--- src/rtl/sap_pkg.sv ---
// Shared constants for the SAP-1 datapath: control-word bit map, idle word and opcodes.
package sap_pkg;

  localparam int unsigned CTRL_W = 15;
  typedef logic [CTRL_W-1:0] ctrl_t;

  localparam int unsigned CB_PC_INC          = 14;
  localparam int unsigned CB_PC_EN           = 13;
  localparam int unsigned CB_PC_LOAD         = 12;
  localparam int unsigned CB_MAR_ADDR_LOAD_N = 11;
  localparam int unsigned CB_MAR_MEM_LOAD_N  = 10;
  localparam int unsigned CB_RAM_EN_N        = 9;
  localparam int unsigned CB_RAM_LOAD_N      = 8;
  localparam int unsigned CB_IR_LOAD_N       = 7;
  localparam int unsigned CB_IR_EN_N         = 6;
  localparam int unsigned CB_REGA_LOAD_N     = 5;
  localparam int unsigned CB_REGA_EN         = 4;
  localparam int unsigned CB_ADDER_SUB       = 3;
  localparam int unsigned CB_REGB_EN         = 2;
  localparam int unsigned CB_REGB_LOAD_N     = 1;
  localparam int unsigned CB_OUT_LOAD_N      = 0;

  // Every active-low strobe high, every active-high strobe low.
  localparam ctrl_t CTRL_IDLE = 15'b000111111100011;

  typedef enum logic [3:0] {
    OP_HLT = 4'h0,
    OP_NOP = 4'h1,
    OP_ADD = 4'h2,
    OP_SUB = 4'h3,
    OP_LDA = 4'h4,
    OP_OUT = 4'h5,
    OP_STA = 4'h6,
    OP_JMP = 4'h7
  } opcode_e;

  function automatic ctrl_t ctrl_bit(int unsigned idx);
    return ctrl_t'(1) << idx;
  endfunction

  // Idle word with the strobes in mask driven to their active level.
  function automatic ctrl_t ctrl_assert(ctrl_t mask);
    return CTRL_IDLE ^ mask;
  endfunction

endpackage

--- src/rtl/sap_datapath_if.sv ---
// Sequencer <-> datapath link: control word towards the datapath, opcode back.
interface sap_datapath_if;
  import sap_pkg::*;

  ctrl_t      ctrl;
  logic [3:0] opcode;

  modport master (output ctrl, input  opcode);
  modport slave  (input  ctrl, output opcode);
endinterface

--- src/rtl/sap_ram16x8.sv ---
// Program/data RAM: asynchronous read, synchronous write, contents not reset.
module sap_ram16x8 #(
  parameter int unsigned ADDR_W = 4,
  parameter int unsigned DATA_W = 8
) (
  input  logic              clk,
  input  logic              we,
  input  logic [ADDR_W-1:0] waddr,
  input  logic [DATA_W-1:0] wdata,
  input  logic [ADDR_W-1:0] raddr,
  output logic [DATA_W-1:0] rdata
);

  logic [DATA_W-1:0] mem [2**ADDR_W];

  always_ff @(posedge clk) begin
    if (we) begin
      mem[waddr] <= wdata;
    end
  end

  assign rdata = mem[raddr];

endmodule

--- src/rtl/sap_datapath.sv ---
// SAP-1 register-transfer datapath on a single shared bus.
// Optional bus contention checker: define SAP_BUS_CHECK_EN.
module sap_datapath
  import sap_pkg::*;
#(
  parameter int unsigned ADDR_W = 4,
  parameter int unsigned DATA_W = 8
) (
  input  logic              clk,
  input  logic              rst,
  sap_datapath_if.slave     seq,
  input  logic              prog_we,
  input  logic [ADDR_W-1:0] prog_addr,
  input  logic [DATA_W-1:0] prog_data,
  output logic [DATA_W-1:0] out_data,
  output logic [ADDR_W-1:0] pc,
  output logic [DATA_W-1:0] bus,
  output logic              carry,
  output logic              bus_err
);

  ctrl_t ctrl;
  assign ctrl = seq.ctrl;

  logic [ADDR_W-1:0] pc_q, mar_q;
  logic [DATA_W-1:0] mdr_q, ir_q, a_q, b_q, out_q;
  logic              carry_q;

  logic drv_pc, drv_ram, drv_ir, drv_a, drv_alu;
  assign drv_pc  =  ctrl[CB_PC_EN];
  assign drv_ram = ~ctrl[CB_RAM_EN_N];
  assign drv_ir  = ~ctrl[CB_IR_EN_N];
  assign drv_a   =  ctrl[CB_REGA_EN];
  assign drv_alu =  ctrl[CB_REGB_EN];

  // RAM write port belongs to the program loader while in reset, to MDR otherwise.
  logic              ram_we;
  logic [ADDR_W-1:0] ram_waddr;
  logic [DATA_W-1:0] ram_wdata, ram_rdata;

  assign ram_we    = rst ? prog_we   : ~ctrl[CB_RAM_LOAD_N];
  assign ram_waddr = rst ? prog_addr : mar_q;
  assign ram_wdata = rst ? prog_data : mdr_q;

  sap_ram16x8 #(
    .ADDR_W (ADDR_W),
    .DATA_W (DATA_W)
  ) u_ram (
    .clk   (clk),
    .we    (ram_we),
    .waddr (ram_waddr),
    .wdata (ram_wdata),
    .raddr (mar_q),
    .rdata (ram_rdata)
  );

  // Subtraction as A + ~B + 1, so the top bit is carry / no-borrow.
  logic [DATA_W-1:0] b_op;
  logic [DATA_W:0]   alu_sum;
  assign b_op    = ctrl[CB_ADDER_SUB] ? ~b_q : b_q;
  assign alu_sum = {1'b0, a_q} + {1'b0, b_op} + {{DATA_W{1'b0}}, ctrl[CB_ADDER_SUB]};

  logic alu_sel;

  always_comb begin
    bus     = '0;
    alu_sel = 1'b0;
    if (drv_pc) begin
      bus = DATA_W'(pc_q);
    end else if (drv_ram) begin
      bus = ram_rdata;
    end else if (drv_ir) begin
      bus = DATA_W'(ir_q[3:0]);
    end else if (drv_a) begin
      bus = a_q;
    end else if (drv_alu) begin
      bus     = alu_sum[DATA_W-1:0];
      alu_sel = 1'b1;
    end
  end

  always_ff @(posedge clk) begin
    if (rst) begin
      pc_q    <= '0;
      mar_q   <= '0;
      mdr_q   <= '0;
      ir_q    <= '0;
      a_q     <= '0;
      b_q     <= '0;
      out_q   <= '0;
      carry_q <= 1'b0;
    end else begin
      if (!ctrl[CB_MAR_ADDR_LOAD_N]) mar_q <= bus[ADDR_W-1:0];
      if (!ctrl[CB_MAR_MEM_LOAD_N])  mdr_q <= bus;
      if (!ctrl[CB_IR_LOAD_N])       ir_q  <= bus;
      if (!ctrl[CB_REGA_LOAD_N])     a_q   <= bus;
      if (!ctrl[CB_REGB_LOAD_N])     b_q   <= bus;
      if (!ctrl[CB_OUT_LOAD_N])      out_q <= bus;
      if (!ctrl[CB_REGA_LOAD_N] && alu_sel) carry_q <= alu_sum[DATA_W];
      if (ctrl[CB_PC_LOAD]) begin
        pc_q <= bus[ADDR_W-1:0];
      end else if (ctrl[CB_PC_INC]) begin
        pc_q <= pc_q + ADDR_W'(1);
      end
    end
  end

`ifdef SAP_BUS_CHECK_EN
  logic [4:0] drv;
  logic       multi_drv;
  logic       bus_err_q;

  // Clearing the lowest set bit leaves something only when two or more drivers are on.
  assign drv       = {drv_pc, drv_ram, drv_ir, drv_a, drv_alu};
  assign multi_drv = (drv & (drv - 5'd1)) != '0;

  always_ff @(posedge clk) begin
    if (rst) begin
      bus_err_q <= 1'b0;
    end else if (multi_drv) begin
      bus_err_q <= 1'b1;
    end
  end

  assign bus_err = bus_err_q;
`else
  assign bus_err = 1'b0;
`endif

  assign seq.opcode = ir_q[7:4];
  assign out_data   = out_q;
  assign pc         = pc_q;
  assign carry      = carry_q;

endmodule
--- src/flat_wrapper.sv ---
// flat-port wrapper written by rule: the top's interface ports become plain ports
module sap_datapath_flat import sap_pkg::*;
#(
  parameter int unsigned ADDR_W = 4,
  parameter int unsigned DATA_W = 8
)
  (clk, rst, prog_we, prog_addr, prog_data, out_data, pc, bus, carry, bus_err, seq_ctrl, seq_opcode);
  sap_datapath_if seq_i ();
  input  logic clk;
  input  logic rst;
  input  logic prog_we;
  input  logic [ADDR_W-1:0] prog_addr;
  input  logic [DATA_W-1:0] prog_data;
  output logic [DATA_W-1:0] out_data;
  output logic [ADDR_W-1:0] pc;
  output logic [DATA_W-1:0] bus;
  output logic carry;
  output logic bus_err;
  input wire logic [$bits(seq_i.ctrl)-1:0] seq_ctrl;
  output wire logic [$bits(seq_i.opcode)-1:0] seq_opcode;
  assign seq_i.ctrl = seq_ctrl;
  assign seq_opcode = seq_i.opcode;
  sap_datapath #(.ADDR_W(ADDR_W), .DATA_W(DATA_W)) u_core (.clk(clk), .rst(rst), .seq(seq_i), .prog_we(prog_we), .prog_addr(prog_addr), .prog_data(prog_data), .out_data(out_data), .pc(pc), .bus(bus), .carry(carry), .bus_err(bus_err));
endmodule
--- config.mk ---
export PLATFORM = sky130hd
export DESIGN_NAME = sap_datapath_flat
export DESIGN_NICKNAME = d
export VERILOG_FILES = /design/src/rtl/sap_pkg.sv /design/src/rtl/sap_datapath_if.sv /design/src/rtl/sap_ram16x8.sv /design/src/rtl/sap_datapath.sv /design/src/flat_wrapper.sv
export SDC_FILE = /design/constraint.sdc
export NUM_CORES = 1
export LEC_CHECK = 0
export CAP_MARGIN = 20
export CELL_PAD_IN_SITES_DETAIL_PLACEMENT = 1
export CELL_PAD_IN_SITES_GLOBAL_PLACEMENT = 2
export CORE_MARGIN = 5
export CORE_UTILIZATION = 38
export DETAILED_ROUTE_END_ITERATION = 10
export PLACE_DENSITY = 0.78
export SETUP_SLACK_MARGIN = 0.4
export SLEW_MARGIN = 20
export SYNTH_ARGS = -nofsm -noshare
export SYNTH_HDL_FRONTEND = slang
export SYNTH_SLANG_ARGS = --single-unit
--- constraint.sdc ---
create_clock -name clk -period 2.9 [get_ports clk]
set_clock_uncertainty 0.1 [all_clocks]
set_input_delay 0.58 -clock clk [delete_from_list [all_inputs] [get_ports clk]]
set_output_delay 0.58 -clock clk [all_outputs]
set_load 0.1 [all_outputs]
After elaboration in Yosys (flattened, before gate mapping)
Memory sizes are Yosys's and may differ from the RTL's. A register that Yosys moved wholly into a read port is not among the register bits.
Cells that the tools add are included.
{"block": "totals", "register_bits": 49, "mem_bits_rw": 128, "input_bits": 30, "output_inout_bits": 26, "word_cells": 37, "n_memories": 1}
{"block": "op_classes", "n_addsub": 3, "muxes": 20, "bitwise_logic": 2, "reduce_logical": 3}
{"memory": "u_core.u_ram.mem", "words": 16, "width": 8, "read_ports": 1, "rd_ports_with_merged_regs": 1, "wr": 1, "line": "sap_ram16x8.sv:14", "rtl": "logic [DATA_W-1:0] mem [2**ADDR_W];"}
{"op": "$mux 8", "count": 7}
{"op": "$mux 4", "count": 5}
{"op": "$add 8x8->9", "count": 1}
{"op": "$add 9x1->9", "count": 1}
{"op": "$mux 1", "count": 8}
{"op": "$not 8->8", "count": 1}
{"op": "$add 4x1->4 const B", "count": 1}
{"op": "$reduce_bool 2->1", "count": 1}
{"op": "$logic_and 1x1->1", "count": 1}
{"op": "$logic_not 1->1", "count": 1}
{"op": "$not 1->1", "count": 1}

Logic depth before layout (Yosys ltp)
{"block": "depth", "ltp_word": 11, "mapped_depth": 10, "ltp_nobuf": 9}

Modules after synthesis
Synthesis repeated with hierarchy kept, for this count alone.
{"block": "unflattened", "hier_cells": 563, "area_unflattened_um2": 7916.3}
{"module": "sap_ram16x8", "instances": 1, "cells_per_inst": 221, "area_each_um2": 4987.3, "seq_area_each_um2": 3843.7}
{"module": "sap_datapath", "instances": 1, "cells_per_inst": 342, "area_each_um2": 2929.1, "seq_area_each_um2": 980.9}

Least setup slack after synthesis
OpenSTA, ideal clock, no wires.
{"block": "synth_path", "path_kind": "input -> output", "start": "input port seq_ctrl[3]", "end": "output port bus[7]", "arrival_time_ns": 4.177, "t_required_ns": 2.220, "slack_ns": -1.957, "path_stages": 9, "n_path_buf": 1, "path_cell_list": "buf_6 > xor2_1 > ha_1 > a21o_2 > a22o_1 > a221oi_2 > xnor2_1 > a311oi_2 > nor3_1"}
{"block": "synth_via", "elab_chain_cells": 8}
{"item": "start: declaration", "line": "flat_wrapper.sv:19", "rtl": "input wire logic [$bits(seq_i.ctrl)-1:0] seq_ctrl;"}
{"item": "$mux 8", "line": "sap_datapath.sv:60", "rtl": "assign b_op = ctrl[CB_ADDER_SUB] ? ~b_q : b_q;"}
{"item": "$add 8x8->9", "line": "sap_datapath.sv:61", "rtl": "assign alu_sum = {1'b0, a_q} + {1'b0, b_op} + {{DATA_W{1'b0}}, ctrl[CB_ADDER_SUB]};"}
{"item": "$add 9x1->9 (*)", "line": "sap_datapath.sv:61"}
{"item": "$mux 8 (*)", "line": "sap_datapath.sv:76", "rtl": "end else if (drv_alu) begin"}
{"item": "$mux 8 (*)", "line": "sap_datapath.sv:74", "rtl": "end else if (drv_a) begin"}
{"item": "$mux 8 (*)", "line": "sap_datapath.sv:72", "rtl": "end else if (drv_ir) begin"}
{"item": "$mux 8 (*)", "line": "sap_datapath.sv:70", "rtl": "end else if (drv_ram) begin"}
{"item": "$mux 8 (*)", "line": "sap_datapath.sv:68", "rtl": "if (drv_pc) begin"}
{"item": "end: declaration", "line": "flat_wrapper.sv:16", "rtl": "output logic [DATA_W-1:0] bus;"}
Mark *: on every way between the ends. The rest lies on a longest branch, timed or not.

Worst setup path after layout
{"block": "layout_path", "start": "register u_core.b_q[2]", "end": "output port bus[3]"}
{"block": "layout_via", "elab_chain_cells": 9}
{"item": "start: declaration", "line": "sap_datapath.sv:26", "rtl": "logic [DATA_W-1:0] mdr_q, ir_q, a_q, b_q, out_q;"}
{"item": "start signal: assignment", "line": "sap_datapath.sv:97", "rtl": "if (!ctrl[CB_REGB_LOAD_N]) b_q <= bus;"}
{"item": "$not 8->8", "line": "sap_datapath.sv:60"}
{"item": "$mux 8 (*)", "line": "sap_datapath.sv:60"}
{"item": "$add 8x8->9 (*)", "line": "sap_datapath.sv:61"}
{"item": "$add 9x1->9 (*)", "line": "sap_datapath.sv:61"}
{"item": "$mux 8 (*)", "line": "sap_datapath.sv:76"}
{"item": "$mux 8 (*)", "line": "sap_datapath.sv:74"}
{"item": "$mux 8 (*)", "line": "sap_datapath.sv:72"}
{"item": "$mux 8 (*)", "line": "sap_datapath.sv:70"}
{"item": "$mux 8 (*)", "line": "sap_datapath.sv:68"}
Marked as above.

==> flow_summary.yaml <==
outcome:
  status: "complete, but fails checks"
  failed_checks: "negative setup slack"
timing:
  setup_tns_ns: -3.54
  setup_slack_ns: -0.647
  fin_crit_sh_pct: 122
  worst_pin_slew_ns: 0.718
  setup_viol: 8
  slew_violations: 0
  max_freq_ghz: 0.282
  min_period_ns: 3.55
  rsz0062_at_grt: "yes"
  maxSlewHeadroom_pct: 52.0
  hold_viol: 0
worst_setup_path:
  arrival_ns: 2.87
  cp.required_ns: 2.22
  critPathKind: "reg2out"
  cp-start-kind: "flop"
  crit_fanout: 4
  crit_path_end_kind: "primary output"
synthesis:
  async_flop_share_pct: 0
  seq_area_frac_synth_pct: 60.8
  synth_area_leaders: "edfxtp_1 48%, dfxtp_1 13%, mux4_2 5.6%"
  synth_edf_count: 128
  synth.most_common_cell: "edfxtp_1"
  synthCells: 590
  avgSynthCellArea_um2: 13.7
  ys_seq_elements: 181
  yosysUniqueCellTypes: 70
  ys_warn_count: 0
  synthDominantCellAreaShare_pct: 47.7
  synthTopCellsByCount: "128 x edfxtp_1, 53 x dfxtp_1, 50 x nor2_1, 47 x nand2_1, 33 x mux2i_1"
  synth_area_leader_cell: "edfxtp_1"
  syn_nets: 630
  synth_area_um2: 8060
  synth_flop_cell: "edfxtp_1"
routing:
  drtAntennaViolNets: 0
  num_vias: 5519
  post_drt_via_cell_ratio: 5.43
  drtIter0Drc: 288
  drcViolationCount: 0
  drt-pass1-iter-count: 4
  wl_per_cell_um: 22.9
  routed_wl_mm: 23.3
power_and_ir_drop:
  cellInternalPower_mw: 4.60
  netSwitchingPower_mw: 1.87
  clkPwrFrac_pct: 35.7
  pwr-share-seq_pct: 45.2
  combPwrFrac_pct: 19.1
  p_leak_nw: 3.80
  power_density_nw_per_um2: 613
  peakVddDrop_mv: 0.707
  swShare_pct: 28.9
global_route:
  grt_max_degree: 71
  grt_pass1_vias: 5913
  grt_first_pass_wirelength_mm: 35.7
  grt_remaining_overflow: 0
  antenna_found_initial: 0
  grtUsageTotal_pct: 19.6
cts:
  htree_levels: 4
  cts-root-buf: "clkbuf_16"
  cts.sinks: 181
  numCtsBuffers: 17
  cts_tree: "built"
  cts_buffer_depth: 2
  path_clk_slew_ns: 0.07
  clk_latency_ns: 0.44
final_layout:
  nFillCells: 2118
  area_growth_pct: 30.7
  fin_util_pct: 50.3
  multi_input_area_um2: 3170
  nNetsFinal: 769
  diodes: 0
  drive_above_1_share_pct: 34.5
  ff_latch_area_um2: 4920
floorplan:
  die_h_um: 156
  initial_core_util_pct: 38.5
  num_io_pins: 56
  core_um2: 21000
  fp-row-count: 53
  die_width_um: 156
  die-area_um2: 24200
worst_hold_path:
  min_path_type: "reg2reg"
place:
  place.gp.congestion: 0.847
  io_buffers: 54
  dp_hpwl_mm: 16.4
job:
  maxCapViolations: 0
==> logic make-up (layout without fill, tap and decap cells) <==
family,Yosys count,after routing,synth area share [%]
AO/OA/AOI/OAI,96,96,9.23
buffers and inverters,50,202,3.86
adder cells (fa/ha/maj),10,10,1.65
XOR/XNOR,12,12,1.30
AND/OR/NAND/NOR,172,172,10.5
flip-flops,181,181,60.8
multiplexers,68,68,12.6
other,1,1,0.0465
==> power groups by stage <==
stage	combinational (mW)	clock, mW	sequential [mW]
finish	1.23	2.31	2.92
global route	1.30	2.48	2.93
CTS	1.19	2.36	2.92
detailed placement	1.11	0	2.98
global placement	1.09	0	2.97
floorplan	0.619	0	3.03
==> cell type report <==
type	count	share of cell area, %
sequential	181	46.7
multi-input combinational	359	30.0
timing repair buffer	159	14.0
clock buffer	18	4.07
tap	275	3.26
clock inverter	14	1.52
inverter	11	0.392
==> path summary, 6_finish.rpt <==
path | from | endpoint | slack (ns) | cells after the start
setup / recovery | u_core.b_q[2]$_SDFFE_PP0N_ | bus[3] | -0.65 | 7
hold / removal | u_core.mdr_q[2]$_SDFFE_PP0N_ | u_core.mdr_q[2]$_SDFFE_PP0N_ | 0.39 | 2
setup reg to reg | u_core.b_q[2]$_SDFFE_PP0N_ | u_core.mdr_q[3]$_SDFFE_PP0N_ | 0.02 | 10
hold reg to reg | u_core.mdr_q[2]$_SDFFE_PP0N_ | u_core.mdr_q[2]$_SDFFE_PP0N_ | 0.39 | 2
==> placed cells by master, fill, tap and decap left out, drive strengths merged, types with 17 or more instances in the layout <==
master         netlist  routed
a21oi               17      17
buf                 19     132
clkbuf              12      18
clkdlybuf4s50        0      25
dfxtp               53      53
edfxtp             128     128
inv                 11      18
mux2i               33      33
mux4                24      24
nand2               47      47
nor2                50      50
==> critical path, stage by stage, from the launching register on <==
cell and delay, ns:
dfxtp_2 0.33, xor2_1 0.17, ha_1 0.35, a21o_2 0.23, a22o_1 0.27, or4_4 0.56, a41oi_4 0.30, buf_12 0.22
==> metrics by stage <==
step                      worst slack, ns  cell area [µm²]  cells  hold slack [ns]  power (mW)
final                              -0.647            10500   1017            0.390        6.47
after global routing               -0.691            10500   1017            0.395        6.71
after CTS                          -0.608            10400   1013            0.384        6.47
after detailed placement            -1.08             9550    969            0.367        4.09
after global placement             -0.996             9550    969            0.357        4.06
after floorplan                    -0.683             8210    590            0.338        3.65
==> state kept, by name (all words and copies together) (netlist names), named ones only <==
register,cells
u_core.a_q,8
u_core.b_q,8
u_core.carry,1
u_core.ir_q,8
u_core.mar_q,4
u_core.mdr_q,8
u_core.out_data,8
u_core.pc,4
u_core.u_ram.mem,128
==> repair_timing <==
| action | CTS | global route |
|---|---|---|
| buffers inserted | 12 | 4 |
| pin swaps | 36 | 17 |
| hold buffers | 0 | 0 |
| gates resized for setup | 43 | 24 |
| endpoints found under the setup margin | 53 | 54 |
==> routing by layer <==
metal / up-vias / global-route usage [%] / share of wire [%] / routed length [µm]
li1: 2556 / - / - / -
met1: 2828 / 24.7 / 43 / 10100
met2: 117 / 35.0 / 52 / 12100
met3: 18 / 3.61 / 3.3 / 759
met4: 0 / 4.88 / 1.1 / 267
met5: - / 0 / 0 / 0
Power figures use the tool's default switching activity.
